[config.mk]
export PLATFORM = sky130hd
export DESIGN_NAME = mem_access_unit
export DESIGN_NICKNAME = d
export VERILOG_FILES = /design/src/rtl/mem_pkg.sv /design/src/rtl/mem_lane_align.sv /design/src/rtl/mem_access_unit.sv
export SDC_FILE = /design/constraint.sdc
export NUM_CORES = 1
export LEC_CHECK = 0
export ABC_CLOCK_PERIOD_IN_PS = 2100
export CORE_ASPECT_RATIO = 2
export CORE_MARGIN = 2
export CORE_UTILIZATION = 42
export CTS_BUF_LIST = sky130_fd_sc_hd__clkbuf_8
export DETAILED_ROUTE_END_ITERATION = 8
export GPL_TIMING_DRIVEN = 0
export PLACE_DENSITY_LB_ADDON = 0.05
export SETUP_SLACK_MARGIN = 0.3
export SLEW_MARGIN = 30
export SYNTH_ARGS = -nofsm -noshare
export SYNTH_HDL_FRONTEND = slang
export SYNTH_SLANG_ARGS = --single-unit
[constraint.sdc]
create_clock -name clk -period 2.1 [get_ports clk]
set_input_delay 0.63 -clock clk [delete_from_list [all_inputs] [get_ports clk]]
set_output_delay 0.63 -clock clk [all_outputs]
set_load 0.05 [all_outputs]
[src/rtl/mem_pkg.sv]
// Shared encodings for the memory access unit: access sizes, AXI response codes, FSM states.
package mem_pkg;
   localparam logic [1:0] SZ_BYTE     = 2'd0;
   localparam logic [1:0] SZ_HALF     = 2'd1;
   localparam logic [1:0] SZ_WORD     = 2'd2;
   localparam logic [1:0] RESP_OKAY   = 2'b00;
   localparam logic [1:0] RESP_SLVERR = 2'b10;
   localparam int         TMO_W       = 16;

   typedef enum logic [2:0] {
      IDLE, RD_A, RD_D, WR_AW, WR_B, RESP
   } state_t;
endpackage

[src/rtl/mem_lane_align.sv]
// Combinational byte-lane steering: store strobes/data shift, load extract/extend, alignment check.
module mem_lane_align
   import mem_pkg::*;
(
   input  logic [1:0]  size,
   input  logic [1:0]  off,
   input  logic        sext,
   input  logic [31:0] wdata,
   input  logic [31:0] rdata,
   output logic [3:0]  wstrb,
   output logic [31:0] wdata_sh,
   output logic [31:0] rdata_ext,
   output logic        misalign
);
   logic [31:0] rsh;

   always_comb begin
      rsh       = rdata >> {off, 3'b000};
      wdata_sh  = wdata << {off, 3'b000};
      wstrb     = 4'b1111;
      rdata_ext = rsh;
      misalign  = 1'b0;
      case (size)
         SZ_BYTE: begin
            wstrb     = 4'b0001 << off;
            rdata_ext = {{24{sext & rsh[7]}}, rsh[7:0]};
         end
         SZ_HALF: begin
            misalign  = off[0];
            wstrb     = 4'b0011 << off;
            rdata_ext = {{16{sext & rsh[15]}}, rsh[15:0]};
         end
         SZ_WORD: misalign = |off;
         // size 3 is folded into the reject flag
         default: misalign = 1'b1;
      endcase
   end
endmodule

[src/rtl/mem_access_unit.sv]
// Core load/store to single-beat AXI4-Lite bridge, one outstanding transaction, registered outputs.
// Optional watchdog: define MEM_ACCESS_TIMEOUT_EN to add the bus timeout and timeout_err port.
module mem_access_unit
   import mem_pkg::*;
#(
   parameter int ADDR_W = 32,
   parameter int DATA_W = 32
) (
   input  logic              clk,
   input  logic              rstn,
   input  logic              req_valid,
   output logic              req_ready,
   input  logic              req_we,
   input  logic [1:0]        req_size,
   input  logic              req_signed,
   input  logic [ADDR_W-1:0] req_addr,
   input  logic [DATA_W-1:0] req_wdata,
   output logic              rsp_valid,
   input  logic              rsp_ready,
   output logic [DATA_W-1:0] rsp_rdata,
   output logic              rsp_err,
   output logic [ADDR_W-1:0] m_axi_araddr,
   output logic              m_axi_arvalid,
   input  logic              m_axi_arready,
   input  logic [DATA_W-1:0] m_axi_rdata,
   input  logic [1:0]        m_axi_rresp,
   input  logic              m_axi_rvalid,
   output logic              m_axi_rready,
   output logic [ADDR_W-1:0] m_axi_awaddr,
   output logic              m_axi_awvalid,
   input  logic              m_axi_awready,
   output logic [DATA_W-1:0] m_axi_wdata,
   output logic [3:0]        m_axi_wstrb,
   output logic              m_axi_wvalid,
   input  logic              m_axi_wready,
   input  logic [1:0]        m_axi_bresp,
   input  logic              m_axi_bvalid,
`ifdef MEM_ACCESS_TIMEOUT_EN
   output logic              timeout_err,
`endif
   output logic              m_axi_bready
);
   state_t            state_q, state_d;
   logic              req_ready_d, rsp_valid_d, rsp_err_d;
   logic [DATA_W-1:0] rsp_rdata_d, wdata_d;
   logic [ADDR_W-1:0] araddr_d, awaddr_d;
   logic              arvalid_d, rready_d, awvalid_d, wvalid_d, bready_d;
   logic [3:0]        wstrb_d;
   logic [1:0]        size_q, size_d, off_q, off_d;
   logic              sext_q, sext_d;

   logic [1:0]  la_size, la_off;
   logic        la_sext, la_misalign;
   logic [3:0]  la_wstrb;
   logic [31:0] la_wdata, la_rdata;
   logic        unused_resp;

   assign unused_resp = m_axi_rresp[0] ^ m_axi_bresp[0];

   // In IDLE the aligner sees the live request; afterwards it sees the latched access.
   assign la_size = (state_q == IDLE) ? req_size      : size_q;
   assign la_off  = (state_q == IDLE) ? req_addr[1:0] : off_q;
   assign la_sext = (state_q == IDLE) ? req_signed    : sext_q;

   mem_lane_align u_align (
      .size(la_size), .off(la_off), .sext(la_sext),
      .wdata(req_wdata), .rdata(m_axi_rdata),
      .wstrb(la_wstrb), .wdata_sh(la_wdata), .rdata_ext(la_rdata), .misalign(la_misalign)
   );

`ifdef MEM_ACCESS_TIMEOUT_EN
   logic [TMO_W-1:0] tmo_cnt_q, tmo_cnt_d;
   logic             tmo_err_d, busy;
   assign busy = (state_q == RD_A) || (state_q == RD_D) || (state_q == WR_AW) || (state_q == WR_B);
`endif

   always_comb begin
      state_d     = state_q;
      rsp_valid_d = rsp_valid;
      rsp_err_d   = rsp_err;
      rsp_rdata_d = rsp_rdata;
      araddr_d    = m_axi_araddr;
      arvalid_d   = m_axi_arvalid;
      rready_d    = m_axi_rready;
      awaddr_d    = m_axi_awaddr;
      awvalid_d   = m_axi_awvalid;
      wdata_d     = m_axi_wdata;
      wstrb_d     = m_axi_wstrb;
      wvalid_d    = m_axi_wvalid;
      bready_d    = m_axi_bready;
      size_d      = size_q;
      off_d       = off_q;
      sext_d      = sext_q;
      case (state_q)
         IDLE: if (req_valid && req_ready) begin
            size_d = req_size;
            off_d  = req_addr[1:0];
            sext_d = req_signed;
            if (la_misalign) begin
               rsp_valid_d = 1'b1;
               rsp_err_d   = 1'b1;
               rsp_rdata_d = '0;
               state_d     = RESP;
            end else if (req_we) begin
               awaddr_d  = {req_addr[ADDR_W-1:2], 2'b00};
               awvalid_d = 1'b1;
               wvalid_d  = 1'b1;
               wdata_d   = la_wdata;
               wstrb_d   = la_wstrb;
               state_d   = WR_AW;
            end else begin
               araddr_d  = {req_addr[ADDR_W-1:2], 2'b00};
               arvalid_d = 1'b1;
               state_d   = RD_A;
            end
         end
         RD_A: if (m_axi_arready) begin
            arvalid_d = 1'b0;
            rready_d  = 1'b1;
            state_d   = RD_D;
         end
         RD_D: if (m_axi_rvalid) begin
            rready_d    = 1'b0;
            rsp_rdata_d = la_rdata;
            rsp_err_d   = m_axi_rresp[1];
            rsp_valid_d = 1'b1;
            state_d     = RESP;
         end
         WR_AW: begin
            if (m_axi_awready) awvalid_d = 1'b0;
            if (m_axi_wready)  wvalid_d  = 1'b0;
            if (!awvalid_d && !wvalid_d) begin
               bready_d = 1'b1;
               state_d  = WR_B;
            end
         end
         WR_B: if (m_axi_bvalid) begin
            bready_d    = 1'b0;
            rsp_err_d   = m_axi_bresp[1];
            rsp_rdata_d = '0;
            rsp_valid_d = 1'b1;
            state_d     = RESP;
         end
         RESP: if (rsp_ready) begin
            rsp_valid_d = 1'b0;
            state_d     = IDLE;
         end
         default: state_d = IDLE;
      endcase
`ifdef MEM_ACCESS_TIMEOUT_EN
      tmo_err_d = timeout_err;
      if (busy && (tmo_cnt_q == '1)) begin
         arvalid_d   = 1'b0;
         rready_d    = 1'b0;
         awvalid_d   = 1'b0;
         wvalid_d    = 1'b0;
         bready_d    = 1'b0;
         rsp_valid_d = 1'b1;
         rsp_err_d   = 1'b1;
         rsp_rdata_d = '0;
         tmo_err_d   = 1'b1;
         state_d     = RESP;
      end
      tmo_cnt_d = (!busy || (state_d != state_q)) ? '0 : tmo_cnt_q + 1'b1;
`endif
      req_ready_d = (state_d == IDLE);
   end

   always_ff @(posedge clk or negedge rstn) begin
      if (!rstn) begin
         state_q       <= IDLE;
         req_ready     <= 1'b0;
         rsp_valid     <= 1'b0;
         rsp_err       <= 1'b0;
         rsp_rdata     <= '0;
         m_axi_araddr  <= '0;
         m_axi_arvalid <= 1'b0;
         m_axi_rready  <= 1'b0;
         m_axi_awaddr  <= '0;
         m_axi_awvalid <= 1'b0;
         m_axi_wdata   <= '0;
         m_axi_wstrb   <= '0;
         m_axi_wvalid  <= 1'b0;
         m_axi_bready  <= 1'b0;
         size_q        <= '0;
         off_q         <= '0;
         sext_q        <= 1'b0;
      end else begin
         state_q       <= state_d;
         req_ready     <= req_ready_d;
         rsp_valid     <= rsp_valid_d;
         rsp_err       <= rsp_err_d;
         rsp_rdata     <= rsp_rdata_d;
         m_axi_araddr  <= araddr_d;
         m_axi_arvalid <= arvalid_d;
         m_axi_rready  <= rready_d;
         m_axi_awaddr  <= awaddr_d;
         m_axi_awvalid <= awvalid_d;
         m_axi_wdata   <= wdata_d;
         m_axi_wstrb   <= wstrb_d;
         m_axi_wvalid  <= wvalid_d;
         m_axi_bready  <= bready_d;
         size_q        <= size_d;
         off_q         <= off_d;
         sext_q        <= sext_d;
      end
   end

`ifdef MEM_ACCESS_TIMEOUT_EN
   always_ff @(posedge clk or negedge rstn) begin
      if (!rstn) begin
         tmo_cnt_q   <= '0;
         timeout_err <= 1'b0;
      end else begin
         tmo_cnt_q   <= tmo_cnt_d;
         timeout_err <= tmo_err_d;
      end
   end
`endif
endmodule
==> results of run 1 <==
==> power groups by stage <==
stage | logic [mW] | registers, mW | clock network [mW]
floorplan | 3.52 | 8.40 | 0
CTS | 10.9 | 4.58 | 2.04
detailed placement | 10.8 | 4.64 | 0
global placement | 10.7 | 4.61 | 0
global route | 12.1 | 4.79 | 2.16
finish | 11.6 | 4.64 | 1.98
==> per-layer routing <==
metal | vias up | track usage [%] | part of all wire [%] | wire length (um)
li1 | 2702 | - | - | -
met4 | 0 | 10.6 | 3.1 | 718
met5 | - | 0 | 0 | 0
met3 | 47 | 5.72 | 7.6 | 1740
met1 | 3022 | 32.6 | 40 | 9040
met2 | 289 | 38.5 | 50 | 11300
==> worst paths after layout <==
path | cells after the start | slack, ps | to | from
max in group asynchronous | 2 | 1170 | m_axi_awaddr[11] | rstn
max reg2reg | 9 | -130 | m_axi_awaddr[4] | state_q[1]
min reg2reg | 2 | 490 | rsp_rdata[6] | rsp_rdata[6]
max | 9 | -130 | m_axi_awaddr[4] | state_q[1]
min | 1 | 110 | rsp_rdata[5] | rstn
min in group clk | 2 | 490 | rsp_rdata[6] | rsp_rdata[6]
==> logic make-up after synthesis <==
| group | count (synthesis) | share of synthesized area, % |
|---|---|---|
| AO/OA/AOI/OAI | 104 | 10.1 |
| buffers and inverters | 55 | 4.98 |
| flip-flops | 144 | 51.1 |
| multiplexers | 155 | 26.1 |
| other | 1 | 0.0531 |
| AND/OR/NAND/NOR | 113 | 7.75 |
==> layout by cell type, fill, tap and decap left out, types with 11 or more instances in the layout <==
cell type | synthesis | final
dfrtp_1 | 144 | 142
clkbuf_2 | 0 | 112
clkdlybuf4s50_1 | 0 | 104
nand2_1 | 75 | 58
mux2_4 | 40 | 53
mux2_2 | 62 | 50
mux2i_1 | 50 | 39
buf_4 | 5 | 33
buf_2 | 11 | 27
buf_6 | 15 | 24
clkbuf_8 | 0 | 20
inv_1 | 16 | 17
a21oi_1 | 26 | 17
buf_12 | 0 | 16
nand2_2 | 0 | 15
o21ai_0 | 22 | 15
a22oi_1 | 19 | 13
o211ai_1 | 11 | 11
==> flip-flops by register name, summed over array words and instances, names as in the netlist <==
name	cells
m_axi_bready	1
rsp_rdata	32
m_axi_rready	1
rsp_valid	1
state_q	3
req_ready	1
m_axi_arvalid	1
m_axi_wdata	32
m_axi_wstrb	4
m_axi_awvalid	1
m_axi_wvalid	1
m_axi_awaddr	30
m_axi_araddr	30
size_q	2
rsp_err	1
off_q	2
sext_q	1
==> cells in the mapped netlist (all sizes together) <==
cell type  number  share of area, %
dfrtp         144                51
mux2          103                19
nand2          75               4.0
mux2i          52               7.5
buf            33               3.8
a21oi          27               2.1
o21ai          22               1.6
a22oi          19               2.0
inv            16              0.85
o211ai         11               1.2
nor2            9              0.51
nor3            8              0.87
o221ai          7              0.87
clkbuf          6              0.32
nand2b          4              0.35
or3             4              0.35
nand3           3              0.21
o31ai           3              0.32
a211oi          2              0.46
a221o           2              0.28
nor4            2              0.48
a211o           1              0.12
a21boi          1              0.11
a21o            1              0.11
a22o            1              0.12
a32o            1              0.14
a32oi           1              0.12
and2            1             0.089
and3            1             0.089
and4b           1              0.14
conb            1             0.053
nor3b           1              0.11
nor4bb          1              0.14
o211a           1              0.14
o22a            1              0.12
o22ai           1             0.089
o311ai          1              0.12
o31a            1              0.12
or2             1             0.089
or3b            1              0.12
or4b            1              0.20
==> final cells by class <==
type	count	share of cell area, %
inverter	16	0.556
tap	207	2.40
multi-input combinational	376	33.1
buffer	39	4.82
clock buffer	19	2.42
clock inverter	13	0.822
timing repair buffer	299	22.5
sequential	144	33.4
==> worst register-to-register path: cells and delay by family, from the launching register on <==
| family | cells | cell delay [ps] |
|---|---|---|
| buffers and inverters | 4 | 590 |
| and+or+nand+nor | 3 | 570 |
| muxes | 1 | 300 |
| DFF | 1 | 370 |
| AOI/OAI and AO/OA | 1 | 300 |
==> through the flow <==
stage,instances,instance area (um^2)
floorplan,575,7150
global placement,1028,9870
detailed placement,1029,9910
CTS,1098,10600
global route,1113,10800
finish,1113,10800
==> timing repair <==
action | 4_1_cts | 5_1_grt
gates cloned | 2 | 5
buffers inserted | 35 | 10
gates resized for setup | 303 | 326
pin swaps | 21 | 19
setup endpoints to repair | 270 | 257
==> results.ini, run 1 <==
[sta]
worst_pin_slew_ps = 536
fmax_ghz = 0.448
totalNegativeSetupSlack_ps = -6990
rsz0062_at_grt = yes
hold_viol = 0
period_minus_slack_ps = 2230
skew_ps = 10.6
slew_viol_final = 0
min_period_over_period_pct = 106
finalWorstSetupSlack_ps = -130
slew_headroom_pct = 64.2
holdWs_ps = 111
setup_viol = 79

[critical_path]
cp_top_family = buffers and inverters
crit_fanout = 5
crit_slowest_cell = or3_4
cp_cell_sequence = buf_6, or3_4, buf_6, nor2_4, nor3_4, o211a_4, clkbuf_16, buf_12, mux2_4
criticalPathCategory = reg -> reg
end_kind = flop
required_ps = 2430
cp-start-kind = flop
critPathArrivalTime_ps = 2560
critPathBufInv = 4
max_stage_delay_ps = 380
cp_common_cell = buf_6

[yosys]
ys_seq_elements = 144
seq_area_frac_synth_pct = 51.1
yosysWarnings = 0
syn_area_mm2 = 0.00706
syn_avg_cell_area_um2 = 12.3
syn_inst = 572
synth_cell_types = 53

[clock_network]
numCtsBuffers = 17
clk_pin_slew_ps = 80
clock-sinks = 144
postCtsHoldBufs = 0
root_buffer = clkbuf_8
cts.htree.levels = 4
clock_latency_ps = 450
clock_path_buffers = 2
cts_tree = yes

[grt]
grt_pass1_vias = 6063
grt_remaining_overflow = 0
antenna_found_initial = 0
grt_start_max_net_pins = 86
grt_use_total_pct = 24.7
grt_pass1_wl_um = 33400

[pwr]
vdd_ir_drop_max_v = 0.000897
p_clk_share_pct = 10.9
power_mw = 18.2
p_int_mw = 9.09
p_leak_nw = 5.25
switching_power_mw = 9.10
cellPowerDensity_mw_per_mm2 = 1680
swShare_pct = 50.0
combPwrFrac_pct = 63.6
seqPwrFrac_pct = 25.5

[detailed_routing]
drcViolationCount = 0
wl_per_cell_um = 20.5
antenna_left = 0
wl_um = 22800
vias = 6060
drt_iter0_markers = 322
detail_route.vias_per_cell = 5.44
dr.pass1.iters = 5

[finish]
drive_above_1_share_pct = 48.6
final_nets = 1006
area_delta_synth_final_pct = 53.2
multi_input_area_mm2 = 0.00358
fin_util_pct = 65.1
n_antenna_cell = 0
fill_cells = 1355
seqCellArea_mm2 = 0.00361

[run]
drv_cap = 0

[floorplanning]
coreArea_mm2 = 0.0166
fp.dieW_um = 95.7
num_rows = 67
ioPinCount = 253
initial_core_util_pct = 42.5
die_area_mm2 = 0.0179
die_h_um = 187

[worst_hold_path]
holdCritPathClass = in -> async

[run_status]
violations = negative setup slack
status = finished, violations left

[placement]
pre_cts_slack_ps = -1040
hpwl_um = 15100
place.port_buffers = 246
place.gp.congestion = 0.918

(Power assumes the default switching activity.)
==> run 2: changes to the inputs <==
Settings changed: ABC_CLOCK_PERIOD_IN_PS 2100 to 2300, CAP_MARGIN from default to 20, CORE_UTILIZATION 42 to 47.
Clock period 2.1 ns to 2.3 ns, I/O delays scaled along.
==> run 2 against run 1 <==
Combinational power shrank 7%. Critical endpoint unchanged. Largest cell class unchanged. Sequential share of layout area is 1.2 points lower. Highest routed layer unchanged. Worst setup slack gained 190 ps. The flow now finishes without violations. Final cell count is 0.54% lower. Power decreased by 5.1%. Clock-buffer cell count is the same. Core utilization is 11 points higher. Die area shrank 10%. First-iteration DRC count decreased by 20%. Design area rose by 3.8%. Sequential cell count unchanged.
==> results.ini, run 2 (same netlist as run 1, synthesis figures left out) <==
[detailed_routing]
wl_per_cell_um = 20.8
dr.pass1.iters = 4
detail_route.vias_per_cell = 5.49
vias = 6080
drcViolationCount = 0
wl_um = 23100
drt_iter0_markers = 258
antenna_left = 0

[finish]
final_nets = 1012
seqCellArea_mm2 = 0.00361
reg_top3 = m_axi_wdata x32, rsp_rdata x32
final_common_cell = dfrtp_1
drive_above_1_share_pct = 47.9
area_delta_synth_final_pct = 58.9
multi_input_area_mm2 = 0.00351
n_antenna_cell = 0
fin_util_pct = 76.1
layout_common_cells = dfrtp_1, clkdlybuf4s50_1, clkbuf_2, nand2_1, mux2_2
design_area_mm2 = 0.0112
fill_cells = 1000

[clock_network]
clock_path_buffers = 2
clk_pin_slew_ps = 80
root_buffer = clkbuf_8
cts_tree = yes
postCtsHoldBufs = 0
cts.htree.levels = 4
clock_latency_ps = 440
numCtsBuffers = 17
clock-sinks = 144

[sta]
hold_viol = 0
skew_ps = 8.47
totalNegativeSetupSlack_ps = 0
fmax_ghz = 0.446
setup_viol = 0
slew_viol_final = 0
worst_pin_slew_ps = 540
period_minus_slack_ps = 2240
rsz0062_at_grt = yes
finalWorstSetupSlack_ps = 55.5
min_period_over_period_pct = 97.6
slew_headroom_pct = 63.7

[grt]
grt_start_max_net_pins = 91
antenna_found_initial = 0
grt_pass1_wl_um = 33200
grt_remaining_overflow = 0
grt_pass1_vias = 6184
grt_use_total_pct = 26.6

[floorplanning]
num_rows = 63
die_area_mm2 = 0.0161
die_h_um = 177
coreArea_mm2 = 0.0147
ioPinCount = 253
fp.dieW_um = 90.6
initial_core_util_pct = 47.9

[pwr]
p_int_mw = 8.93
vdd_ir_drop_max_v = 0.000890
switching_power_mw = 8.34
seqPwrFrac_pct = 24.7
p_clk_share_pct = 13.0
p_leak_nw = 5.29
cellPowerDensity_mw_per_mm2 = 1540
combPwrFrac_pct = 62.3
power_mw = 17.3
swShare_pct = 48.3

[critical_path]
criticalPathCategory = in -> reg
crit_fanout = 8
critPathArrivalTime_ps = 2570
end_kind = flop
required_ps = 2630
cp-start-kind = input pin

[run_status]
status = complete, no violations

[placement]
hpwl_um = 15300
pre_cts_slack_ps = -849
place.gp.congestion = 0.833
place_area_mm2 = 0.00989
place.port_buffers = 246

[run]
drv_cap = 0

[worst_hold_path]
holdCritPathClass = in -> async

[run 2: changes by cell type in the layout (fill, tap and decap cells not counted), moves of 5 or more]
cell / change
clkbuf_16: +5
buf_2: -24
a21oi_1: +7
clkdlybuf4s15_2: +45
clkbuf_2: -18
mux2_4: -7
mux2_2: +7
a21oi_2: -5
[run 2: layout make-up]
cell class                 count  share of cell area, %
clock inverter                13                   1.64
inverter                      16                  0.536
multi-input combinational    376                   31.3
timing repair buffer         305                   25.4
sequential                   144                   32.2
tap                          195                   2.18
clock buffer                  19                   2.33
buffer                        39                   4.51
[run 2: critical path, cell delays in order]
cell	delay (ps)
clkdlybuf4s15_2	320
or4b_4	530
nand2_4	90
nor2_2	50
o211a_4	280
buf_12	160
clkbuf_16	160
mux2_4	290
[run 2: repair_timing]
action | 4_1_cts | 5_1_grt
setup buffers | 26 | 19
setup endpoints to repair | 270 | 225
pin swaps | 10 | 13
cloned | 3 | 10
resized for setup | 288 | 274
[run 2: layer usage]
metal	up-vias	GRT usage [%]	wire length [um]
met1	3037	28.8	8140
li1	2711	-	-
met3	48	6.13	1440
met5	-	0	0
met4	0	11.0	677
met2	284	49.4	12800
[run 2: metrics by stage]
stage	hold slack (ps)	cells
2_1_floorplan	394	575
3_3_place_gp	474	1016
3_5_place_dp	482	1017
4_1_cts	156	1078
5_1_grt	177	1107
6_report	171	1107
[run 2: worst paths after layout]
| check | startpoint | end | slack (ps) | depth (start not counted) |
|---|---|---|---|---|
| hold / removal | rstn | m_axi_awaddr[22] | 170 | 1 |
| hold reg to reg | rsp_err | rsp_err | 500 | 2 |
| min in group clk | rsp_err | rsp_err | 500 | 2 |
| setup / recovery | req_addr[0] | m_axi_awaddr[4] | 60 | 8 |
| setup reg to reg | state_q[2] | m_axi_awaddr[4] | 60 | 9 |
| max in group asynchronous | rstn | m_axi_araddr[5] | 1330 | 2 |
[run 2: power by group through the flow]
| stage | clock network [mW] | registers, mW | logic (mW) |
|---|---|---|---|
| after CTS | 2.29 | 4.21 | 9.91 |
| final | 2.25 | 4.27 | 10.8 |
| after detailed placement | 0 | 4.25 | 9.88 |
| after global placement | 0 | 4.21 | 9.75 |
| after global routing | 2.40 | 4.39 | 11.2 |
| after floorplan | 0 | 7.67 | 3.20 |
==> run 3: changes to the inputs <==
Settings changed: GPL_ROUTABILITY_DRIVEN from default to 1, SLEW_MARGIN 30 to 20.
==> run 3 against run 2 <==
The run now ends with negative setup slack left. Power grew 0.38%. Clock power grew 2%. Non-clock buffer count grew 7. Critical path type unchanged.
==> results.ini, run 3 (same netlist as run 1, synthesis figures left out) <==
[run_status]
status = finished, violations left
violations = negative setup slack

[pwr]
switching_power_mw = 8.32
p_int_mw = 9.02
seqPwrFrac_pct = 24.7
swShare_pct = 48.0
vdd_ir_drop_max_v = 0.000915
cellPowerDensity_mw_per_mm2 = 1520
combPwrFrac_pct = 62.1
p_leak_nw = 5.34
p_clk_share_pct = 13.2
power_mw = 17.3

[floorplanning]
num_rows = 63
coreArea_mm2 = 0.0147
die_h_um = 177
fp.dieW_um = 90.6
ioPinCount = 253
initial_core_util_pct = 47.9
die_area_mm2 = 0.0161

[critical_path]
regToRegSetupSlack_ps = 50
r2r_end = m_axi_wdata[19]
r2r_cells = 8
criticalPathCategory = in -> reg
crit_fanout = 8
crit_slowest_cell = or4b_4
required_ps = 2630
cp-start-kind = input pin
r2r-start = state_q[1]
cp_cell_sequence = clkdlybuf4s15_2, or4b_4, nand2_4, nor2_4, o211a_4, buf_12, clkbuf_16, mux2_4
critPathArrivalTime_ps = 2630
max_stage_delay_ps = 540
end_kind = flop

[sta]
setup_viol = 1
period_minus_slack_ps = 2310
skew_ps = 14.6
fmax_ghz = 0.433
min_period_over_period_pct = 100
worst_pin_slew_ps = 669
slew_headroom_pct = 55.2
hold_viol = 0
rsz0062_at_grt = yes
finalWorstSetupSlack_ps = -6.84
slew_viol_final = 0

[grt]
grt_remaining_overflow = 0
grt_start_max_net_pins = 102
grt_use_total_pct = 28.0
grt_pass1_vias = 6441
antenna_found_initial = 0
grt_pass1_wl_um = 34700

[clock_network]
postCtsHoldBufs = 0
numCtsBuffers = 17
clock_latency_ps = 450
cts_tree = yes
clock-sinks = 144
root_buffer = clkbuf_8
cts.htree.levels = 4
clock_path_buffers = 2
clk_pin_slew_ps = 80

[placement]
dp.cells = 1017
hpwl_um = 15300
place.port_buffers = 246
pre_cts_slack_ps = -869
place.gp.congestion = 0.833

[detailed_routing]
drt_iter0_markers = 307
vias = 6124
antenna_left = 0
detail_route.vias_per_cell = 5.51
wl_um = 23700
wl_per_cell_um = 21.4
dr.pass1.iters = 4
drcViolationCount = 0

[run]
drv_cap = 0

[finish]
final_nets = 1019
reg_top3 = m_axi_wdata x32, rsp_rdata x32
drive_above_1_share_pct = 47.3
fill_cells = 1010
layout_common_cells = dfrtp_1, clkdlybuf4s50_1, clkbuf_2, clkdlybuf4s15_2, nand2_1
area_delta_synth_final_pct = 61.2
final_common_cell = dfrtp_1
n_antenna_cell = 0
fin_cells = 1112

[worst_hold_path]
holdCritPathClass = in -> async

==> run 3: cell types whose count changed in the layout (fill, tap and decap cells not counted), sizes merged, moves of 2 or more <==
cell | previous run | this run
dlymetal6s2s | 3 | 1
clkbuf | 124 | 100
clkdlybuf4s15 | 47 | 67
buf | 85 | 94
dlygate4sd2 | 1 | 4
==> run 3: through the flow <==
stage	utilization, %	TNS [ps]	cell area, um^2	hold WS, ps
finish	77.2	-6.84	11400	132
global route	77.2	-11.3	11400	137
CTS	74.5	0	11000	115
detailed placement	67.1	-92520	9890	478
global placement	66.9	-817500	9860	474
floorplan	-	0	7150	394
==> run 3: area by class of cell <==
class,instances,area (um^2),area share [%]
Sequential cell,144,3610,31.7
Tap cell,195,244,2.14
Buffer,39,507,4.45
Inverter,16,60.1,0.528
Clock inverter,12,195,1.72
Timing Repair Buffer,312,3050,26.8
Clock buffer,18,248,2.18
Multi-Input combinational cell,376,3460,30.4
==> run 3: per-layer routing <==
| layer | vias up | global-route usage [%] | wire [um] |
|---|---|---|---|
| li1 | 2714 | - | - |
| met1 | 3072 | 29.0 | 8090 |
| met2 | 279 | 52.8 | 13500 |
| met3 | 59 | 6.52 | 1370 |
| met4 | 0 | 12.3 | 819 |
| met5 | - | 0 | 0 |
==> run 3: power by group through the flow <==
stage | logic [mW] | clock network [mW] | registers [mW]
3_3_place_gp | 9.75 | 0 | 4.21
4_1_cts | 10.1 | 2.32 | 4.22
5_1_grt | 11.2 | 2.41 | 4.40
6_report | 10.8 | 2.29 | 4.29
3_5_place_dp | 9.88 | 0 | 4.25
2_1_floorplan | 3.20 | 0 | 7.67
==> run 3: worst max-delay path by stage <==
stage               cells past startpoint  slack (ps)              end         start
finish                                  8          -7  m_axi_wdata[19]   req_addr[0]
global route                            8         -10  m_axi_wdata[19]   req_addr[0]
CTS                                     7          80    rsp_rdata[15]  m_axi_rvalid
detailed placement                      7        -870     rsp_rdata[5]   req_addr[0]
global placement                        1       -5600        req_ready          rstn
floorplan                               7         120  m_axi_wdata[22]    state_q[0]
==> run 3: critical path, delay by kind of cell <==
kind	cells	cell delay, ps
buffers and inverters	3	670
muxes	1	300
and+or+nand+nor	3	680
AOI/OAI and AO/OA	1	270
==> run 3: what timing repair did <==
item,in CTS,in global routing
pin swaps,10,14
buffers inserted,37,16
cloned,5,7
endpoints found under the setup margin,270,204
resized for setup,337,216
